===== src/rtl/voice_pkg.sv =====
// Shared constants, types and helpers for the voice allocator.
// VOICE_ALLOC_SUSTAIN_EN (optional) enables the sustain-pedal path in the top level.
package voice_pkg;

    localparam int unsigned NUM_VOICES = 8;
    localparam int unsigned D_W        = 16;
    localparam int unsigned NOTE_W     = 7;
    localparam int unsigned AGE_W      = 4;
    localparam int unsigned IDX_W      = 3;

    // Dividers at or below this value silence a voice, so such notes are dropped.
    localparam logic [D_W-1:0] MIN_DIVIDER = 16'd8;

    typedef logic [IDX_W-1:0] voice_idx_t;

    typedef enum logic [1:0] {
        StIdle,
        StScan,
        StWrite,
        StSusClr
    } state_e;

    function automatic logic [AGE_W-1:0] age_sat_inc(input logic [AGE_W-1:0] age);
        return (age == '1) ? age : age + 1'b1;
    endfunction

endpackage


===== src/rtl/voice_allocator_if.sv =====
// Note event handshake between an event source (master) and the allocator (slave).
interface voice_allocator_if;
    import voice_pkg::*;

    logic              note_valid;
    logic              note_ready;
    logic              note_on;
    logic [NOTE_W-1:0] note_num;

    modport master (
        output note_valid,
        output note_on,
        output note_num,
        input  note_ready
    );

    modport slave (
        input  note_valid,
        input  note_on,
        input  note_num,
        output note_ready
    );

endinterface


===== src/rtl/voice_age_tracker.sv =====
// Per-voice saturating age counters; inactive voices are held at zero.
module voice_age_tracker
    import voice_pkg::*;
(
    input  logic                        sys_clk,
    input  logic                        sys_rst,
    input  voice_idx_t                  clear_idx,
    input  logic                        clear_en,
    input  logic                        inc_en,
    input  logic [NUM_VOICES-1:0]       active_mask,
    output logic [NUM_VOICES*AGE_W-1:0] age_flat
);

    logic [NUM_VOICES-1:0][AGE_W-1:0] age_q, age_d;

    always_comb begin
        age_d = age_q;
        for (int i = 0; i < NUM_VOICES; i++) begin
            if (!active_mask[i]) begin
                age_d[i] = '0;
            end else if (clear_en && (clear_idx == voice_idx_t'(i))) begin
                age_d[i] = '0;
            end else if (inc_en) begin
                age_d[i] = age_sat_inc(age_q[i]);
            end
        end
    end

    always_ff @(posedge sys_clk or posedge sys_rst) begin
        if (sys_rst) begin
            age_q <= '0;
        end else begin
            age_q <= age_d;
        end
    end

    assign age_flat = age_q;

endmodule


===== src/rtl/voice_allocator.sv =====
// Polyphonic note-to-voice scheduler: scans the 8 voices one per cycle, then writes once.
// Optional VOICE_ALLOC_SUSTAIN_EN adds a sustain_pedal input and per-voice released flags.
module voice_allocator
    import voice_pkg::*;
(
    input  logic                      sys_clk,
    input  logic                      sys_rst,
    voice_allocator_if.slave          note_if,
`ifdef VOICE_ALLOC_SUSTAIN_EN
    input  logic                      sustain_pedal,
`endif
    output logic [NOTE_W-1:0]         div_lut_addr,
    input  logic [D_W-1:0]            div_lut_data,
    output logic [NUM_VOICES*D_W-1:0] voice_divider,
    output logic [NUM_VOICES-1:0]     voice_active,
    output logic                      steal_pulse
);

    state_e                           state_q, state_d;
    logic                             on_q, on_d;
    logic [NOTE_W-1:0]                num_q, num_d;
    logic [NOTE_W-1:0]                addr_q, addr_d;
    voice_idx_t                       scan_q, scan_d;
    logic                             match_found_q, match_found_d;
    voice_idx_t                       match_idx_q, match_idx_d;
    logic                             free_found_q, free_found_d;
    voice_idx_t                       free_idx_q, free_idx_d;
    logic                             best_found_q, best_found_d;
    voice_idx_t                       best_idx_q, best_idx_d;
    logic [AGE_W:0]                   best_key_q, best_key_d;
    logic [NUM_VOICES-1:0]            off_mask_q, off_mask_d;
    logic [NUM_VOICES-1:0][D_W-1:0]   div_q, div_d;
    logic [NUM_VOICES-1:0][NOTE_W-1:0] note_q, note_d;
    logic [NUM_VOICES-1:0]            active_q, active_d;
    logic                             steal_q, steal_d;

    logic [NUM_VOICES*AGE_W-1:0]      age_flat;
    logic [NUM_VOICES-1:0]            rel_vec;
    logic                             sus_req;
    logic                             ready;
    logic [AGE_W:0]                   cur_key;
    voice_idx_t                       chosen;
    logic                             steal_sel;
    logic                             clear_en, inc_en;

`ifdef VOICE_ALLOC_SUSTAIN_EN
    logic [NUM_VOICES-1:0] rel_q, rel_d;
    logic                  pedal_q;
    logic                  pend_q, pend_d;
    logic                  fall;

    assign fall    = pedal_q & ~sustain_pedal;
    assign sus_req = pend_q | fall;
    assign rel_vec = rel_q;
`else
    assign sus_req = 1'b0;
    assign rel_vec = '0;
`endif

    // Released voices outrank unreleased ones; among equals the strictly older one wins.
    assign cur_key   = {rel_vec[scan_q], age_flat[scan_q*AGE_W +: AGE_W]};
    assign steal_sel = !match_found_q && !free_found_q;
    assign chosen    = match_found_q ? match_idx_q : (free_found_q ? free_idx_q : best_idx_q);

    always_comb begin
        state_d       = state_q;
        on_d          = on_q;
        num_d         = num_q;
        addr_d        = addr_q;
        scan_d        = scan_q;
        match_found_d = match_found_q;
        match_idx_d   = match_idx_q;
        free_found_d  = free_found_q;
        free_idx_d    = free_idx_q;
        best_found_d  = best_found_q;
        best_idx_d    = best_idx_q;
        best_key_d    = best_key_q;
        off_mask_d    = off_mask_q;
        div_d         = div_q;
        note_d        = note_q;
        active_d      = active_q;
        steal_d       = 1'b0;
        clear_en      = 1'b0;
        inc_en        = 1'b0;
        ready         = 1'b0;
`ifdef VOICE_ALLOC_SUSTAIN_EN
        rel_d         = rel_q;
        pend_d        = pend_q;
        if (fall && (state_q != StIdle)) begin
            pend_d = 1'b1;
        end
`endif

        unique case (state_q)
            StIdle: begin
                ready = !sus_req;
                if (sus_req) begin
                    state_d = StSusClr;
`ifdef VOICE_ALLOC_SUSTAIN_EN
                    pend_d  = 1'b0;
`endif
                end else if (note_if.note_valid) begin
                    on_d          = note_if.note_on;
                    num_d         = note_if.note_num;
                    addr_d        = note_if.note_num;
                    scan_d        = '0;
                    match_found_d = 1'b0;
                    free_found_d  = 1'b0;
                    best_found_d  = 1'b0;
                    off_mask_d    = '0;
                    state_d       = StScan;
                end
            end

            StScan: begin
                if (active_q[scan_q]) begin
                    if (note_q[scan_q] == num_q) begin
                        off_mask_d[scan_q] = 1'b1;
                        if (!match_found_q) begin
                            match_found_d = 1'b1;
                            match_idx_d   = scan_q;
                        end
                    end
                    if (!best_found_q || (cur_key > best_key_q)) begin
                        best_found_d = 1'b1;
                        best_idx_d   = scan_q;
                        best_key_d   = cur_key;
                    end
                end else if (!free_found_q) begin
                    free_found_d = 1'b1;
                    free_idx_d   = scan_q;
                end
                scan_d = scan_q + 1'b1;
                if (scan_q == voice_idx_t'(NUM_VOICES - 1)) begin
                    state_d = StWrite;
                end
            end

            StWrite: begin
                if (on_q) begin
                    if (div_lut_data > MIN_DIVIDER) begin
                        div_d[chosen]    = div_lut_data;
                        note_d[chosen]   = num_q;
                        active_d[chosen] = 1'b1;
                        clear_en         = 1'b1;
                        inc_en           = 1'b1;
                        steal_d          = steal_sel;
`ifdef VOICE_ALLOC_SUSTAIN_EN
                        rel_d[chosen]    = 1'b0;
`endif
                    end
                end else begin
                    for (int i = 0; i < NUM_VOICES; i++) begin
                        if (off_mask_q[i]) begin
`ifdef VOICE_ALLOC_SUSTAIN_EN
                            if (sustain_pedal) begin
                                rel_d[i] = 1'b1;
                            end else begin
                                div_d[i]    = '0;
                                active_d[i] = 1'b0;
                                rel_d[i]    = 1'b0;
                            end
`else
                            div_d[i]    = '0;
                            active_d[i] = 1'b0;
`endif
                        end
                    end
                end
                state_d = StIdle;
            end

            StSusClr: begin
`ifdef VOICE_ALLOC_SUSTAIN_EN
                for (int i = 0; i < NUM_VOICES; i++) begin
                    if (rel_q[i]) begin
                        div_d[i]    = '0;
                        active_d[i] = 1'b0;
                        rel_d[i]    = 1'b0;
                    end
                end
`endif
                state_d = StIdle;
            end

            default: state_d = StIdle;
        endcase
    end

    always_ff @(posedge sys_clk or posedge sys_rst) begin
        if (sys_rst) begin
            state_q       <= StIdle;
            on_q          <= 1'b0;
            num_q         <= '0;
            addr_q        <= '0;
            scan_q        <= '0;
            match_found_q <= 1'b0;
            match_idx_q   <= '0;
            free_found_q  <= 1'b0;
            free_idx_q    <= '0;
            best_found_q  <= 1'b0;
            best_idx_q    <= '0;
            best_key_q    <= '0;
            off_mask_q    <= '0;
            div_q         <= '0;
            note_q        <= '0;
            active_q      <= '0;
            steal_q       <= 1'b0;
        end else begin
            state_q       <= state_d;
            on_q          <= on_d;
            num_q         <= num_d;
            addr_q        <= addr_d;
            scan_q        <= scan_d;
            match_found_q <= match_found_d;
            match_idx_q   <= match_idx_d;
            free_found_q  <= free_found_d;
            free_idx_q    <= free_idx_d;
            best_found_q  <= best_found_d;
            best_idx_q    <= best_idx_d;
            best_key_q    <= best_key_d;
            off_mask_q    <= off_mask_d;
            div_q         <= div_d;
            note_q        <= note_d;
            active_q      <= active_d;
            steal_q       <= steal_d;
        end
    end

`ifdef VOICE_ALLOC_SUSTAIN_EN
    always_ff @(posedge sys_clk or posedge sys_rst) begin
        if (sys_rst) begin
            rel_q   <= '0;
            pedal_q <= 1'b0;
            pend_q  <= 1'b0;
        end else begin
            rel_q   <= rel_d;
            pedal_q <= sustain_pedal;
            pend_q  <= pend_d;
        end
    end
`endif

    voice_age_tracker u_age (
        .sys_clk     (sys_clk),
        .sys_rst     (sys_rst),
        .clear_idx   (chosen),
        .clear_en    (clear_en),
        .inc_en      (inc_en),
        .active_mask (active_d),
        .age_flat    (age_flat)
    );

    assign note_if.note_ready = ready;
    assign div_lut_addr       = addr_q;
    assign voice_divider      = div_q;
    assign voice_active       = active_q;
    assign steal_pulse        = steal_q;

endmodule


===== src/flat_wrapper.sv =====
// flat-port wrapper written by rule: the top's interface ports become plain ports
module voice_allocator_flat import voice_pkg::*;
  (sys_clk, sys_rst, div_lut_addr, div_lut_data, voice_divider, voice_active, steal_pulse, note_if_note_valid, note_if_note_on, note_if_note_num, note_if_note_ready);
  voice_allocator_if note_if_i ();
  input  logic sys_clk;
  input  logic sys_rst;
  output logic [NOTE_W-1:0] div_lut_addr;
  input  logic [D_W-1:0] div_lut_data;
  output logic [NUM_VOICES*D_W-1:0] voice_divider;
  output logic [NUM_VOICES-1:0] voice_active;
  output logic steal_pulse;
  input wire logic [$bits(note_if_i.note_valid)-1:0] note_if_note_valid;
  input wire logic [$bits(note_if_i.note_on)-1:0] note_if_note_on;
  input wire logic [$bits(note_if_i.note_num)-1:0] note_if_note_num;
  output wire logic [$bits(note_if_i.note_ready)-1:0] note_if_note_ready;
  assign note_if_i.note_valid = note_if_note_valid;
  assign note_if_i.note_on = note_if_note_on;
  assign note_if_i.note_num = note_if_note_num;
  assign note_if_note_ready = note_if_i.note_ready;
  voice_allocator u_core (.sys_clk(sys_clk), .sys_rst(sys_rst), .note_if(note_if_i), .div_lut_addr(div_lut_addr), .div_lut_data(div_lut_data), .voice_divider(voice_divider), .voice_active(voice_active), .steal_pulse(steal_pulse));
endmodule

===== config.mk =====
export PLATFORM = sky130hd
export DESIGN_NAME = voice_allocator_flat
export DESIGN_NICKNAME = d
export VERILOG_FILES = /design/src/rtl/voice_pkg.sv /design/src/rtl/voice_allocator_if.sv /design/src/rtl/voice_age_tracker.sv /design/src/rtl/voice_allocator.sv /design/src/flat_wrapper.sv
export SDC_FILE = /design/constraint.sdc
export NUM_CORES = 1
export LEC_CHECK = 0
export CORE_AREA = 2 2 213 110
export CTS_CLUSTER_SIZE = 40
export DETAILED_ROUTE_END_ITERATION = 7
export DIE_AREA = 0 0 215 112
export MAX_ROUTING_LAYER = met4
export PLACE_DENSITY = 0.84
export SLEW_MARGIN = 20
export SYNTH_ARGS = -nofsm -noshare
export SYNTH_HDL_FRONTEND = slang
export SYNTH_SLANG_ARGS = --single-unit
export TNS_END_PERCENT = 30

===== constraint.sdc =====
create_clock -name sys_clk -period 17.6 [get_ports sys_clk]
set_input_delay 5.28 -clock sys_clk [delete_from_list [all_inputs] [get_ports sys_clk]]
set_output_delay 5.28 -clock sys_clk [all_outputs]
set_load 0.005 [all_outputs]

==> impl_metrics.toml <==
[status]
status = "finished, final reports clean"

[synth]
synth-seq-area-share = 0.543
ys.flop_type = "dfrtp_1"
synth_top_area_frac = 0.543
synth_area_mm2 = 0.0121
synthCells = 1158
syn_nets = 1199
yosysTopAreaCell = "dfrtp_1"
synth_edf_count = 0
synthDistinctLibCells = 58
async_flop_share = 1.00
postSynthAreaPerCell_um2 = 10.4
yosys_warnings = 0
ys_seq_elements = 262
synth_area_leaders = "dfrtp_1 54%, mux2_2 7.8%, nand3_1 4.7%, o21ai_0 4.7%, nand2_1 4.6%"

[clock_tree]
path_clk_slew_ns = 0.07
htree_levels = 1
cts_resized = 0
clkSinkCount = 262
clockBufferDepth = 3
worstSkewPairLatency_ns = 0.52
postCtsSetupBuffers = 0
cts_root_buf = "clkbuf_16"
cts_hold_buffers = 0
cts_buffers = 23
cts_tree = "done"

[timing]
worst_pin_slew_ns = 1.12
setup_viol = 0
hold_viol = 0
fmax_ghz = 0.126
slew_violations = 0
max_slew_margin = 0.251
clock_skew_ns = 0.0106
fin_setup_tns_ns = 0
fin_crit_ns = 7.93
rsz0062_at_grt = "no"
post-route-period-util = 0.451

[critical_path]
cp-start-kind = "primary input"
setup.worst_path.end_class = "flip-flop"
cp_data_arrival_time_ns = 8.32
cp.required_ns = 17.99
ff2ff_setup_slack_ns = 13.64
critPathKind = "primary input to flip-flop"
cp_max_fo = 104

[power]
p_total_mw = 1.90
power_switching_uw = 722
p_int_mw = 1.18
power.leakage_nw = 6.84
peakVddDrop_mv = 0.0663
power.share.switching = 0.380
clkPwrFrac = 0.254
p_comb_frac = 0.332
pwr-share-seq = 0.414
power.density_mw_per_mm2 = 129

[floorplanning]
fp.dieW_um = 215
die_h_um = 112
ios = 172
coreArea_mm2 = 0.0223
initial_core_util = 0.540
num_rows = 39
die_area_mm2 = 0.0241

[job]
drv_cap = 0

[route]
wl_per_cell_um = 22.8
routed_via_density = 6.35
antenna_left = 0
first_pass_iters = 6
drtIter0Drc = 1173
routed_wl_um = 36500
dr_total_vias = 10200
drc = 0

[grt]
grt_max_degree = 112
grt_antenna_before_repair = 2
overflow = 0
grt_use_total = 0.313
grt_pass1_vias = 9859
grt_pass1_wl_um = 57000

[cells_and_area]
fin_nets = 1318
drive_above_1_share = 0.127
area_growth_pct = 21.6

[placement]
gp_congestion = 0.949
dp_hpwl_um = 25200
portBuffers = 171

[min_path]
min_path_type = "flip-flop to flip-flop"
[logic make-up after synthesis]
group,Yosys count,synth area share
simple gates,395,0.155
compound gates,264,0.141
flops,262,0.543
mux,112,0.106
buf+inv,105,0.0360
fa+ha+maj,14,0.0145
xor+xnor,6,0.00435
[layer usage]
metal | vias up | part of all wire | GRT usage
li1 | 4373 | - | -
met1 | 5082 | 0.44 | 0.459
met2 | 639 | 0.42 | 0.426
met3 | 63 | 0.13 | 0.105
met4 | 0 | 0.016 | 0.0533
met5 | - | 0 | -
[cell usage in the layout, fill, tap and decap left out, types with 20 or more instances in the layout]
cell type and n:
o21ai_0 112, mux2_2 84, nand2_1 148, and2_1 24
mux2i_1 20, nor2_1 38, a22o_1 35, clkdlybuf4s50_1 171
dfrtp_1 261, nand3_1 112, clkbuf_16 23, a21oi_1 37
[registers in the layout, indices dropped and copies added (netlist names)]
name                   count
u_core.match_found_q       1
u_core.steal_pulse         1
u_core.free_idx_q          3
u_core.on_q                1
u_core.off_mask_q          8
u_core.num_q               7
u_core.free_found_q        1
u_core.state_q             2
u_core.match_idx_q         3
u_core.u_age.age_flat     32
u_core.best_idx_q          3
u_core.scan_q              3
u_core.best_key_q          4
u_core.voice_divider     128
u_core.voice_active        8
u_core.note_q             56
u_core.best_found_q        1
[per-stage QoR]
step           area [µm²]  cells   util  setup slack, ns  hold WS [ns]
5_1_grt             14700   1599  0.657             9.61         0.512
3_3_place_gp        14000   1559  0.624             8.90         0.480
4_1_cts             14600   1597  0.655             9.29         0.503
3_5_place_dp        14000   1559  0.624             8.77         0.487
6_report            14700   1599  0.657             9.67         0.502
2_1_floorplan       12100   1158      -             5.11         0.470
[cells in the mapped netlist, types with 4 or more instances]
cell type / number
ha_1: 14
nand3_1: 113
dfrtp_1: 262
a22oi_1: 6
clkbuf_1: 67
nor4b_1: 4
mux4_2: 4
a21oi_1: 37
xor2_1: 5
o21ai_0: 113
nor3_1: 20
o21a_1: 11
nand2b_1: 4
nand2_1: 148
and2_1: 24
a211oi_1: 13
and3_1: 11
nor2b_1: 7
a31oi_1: 7
nor2_1: 40
a32oi_1: 8
mux2_2: 84
o21bai_1: 7
a221oi_1: 7
inv_1: 12
buf_1: 8
buf_2: 14
nor4_1: 10
a22o_1: 35
mux2i_1: 23
[final cells by class]
cell class                      instances  area, µm²
Fill cell                            1684       7670
Sequential cell                       262       6560
Multi-Input combinational cell        791       5150
Timing Repair Buffer                  187       1840
Clock buffer                           30        642
Tap cell                              307        384
Inverter                               12       52.6
Clock inverter                          8       43.8
Antenna cell                            2       5.00
[critical path, cell delays in order]
cell and delay [ns]:
clkdlybuf4s50_1 0.47, nor4_1 0.37, nand4_1 0.33, o21ai_4 0.23, buf_4 0.71, nor2_1 0.52
nand3_1 0.23, nand2_1 0.09
[final timing paths]
kind | startpoint | to | cells past startpoint
worst max register to register | u_core.scan_q[2] | u_core.best_idx_q[2] | 12
worst max-delay path | div_lut_data[6] | u_core.voice_divider[114] | 8
worst min-delay path | u_core.voice_divider[3] | u_core.voice_divider[3] | 2
max in group asynchronous | sys_rst | u_core.voice_active[1] | 4
min in group asynchronous | sys_rst | u_core.voice_divider[39] | 2
worst min register to register | u_core.voice_divider[3] | u_core.voice_divider[3] | 2
[power by group through the flow]
stage / logic, mW / clock network (mW) / registers [mW]
2_1_floorplan: 0.428 / 0 / 0.730
3_3_place_gp: 0.589 / 0 / 0.786
3_5_place_dp: 0.606 / 0 / 0.790
4_1_cts: 0.610 / 0.482 / 0.780
5_1_grt: 0.673 / 0.508 / 0.795
6_report: 0.631 / 0.482 / 0.786
(Power assumes the default switching activity.)
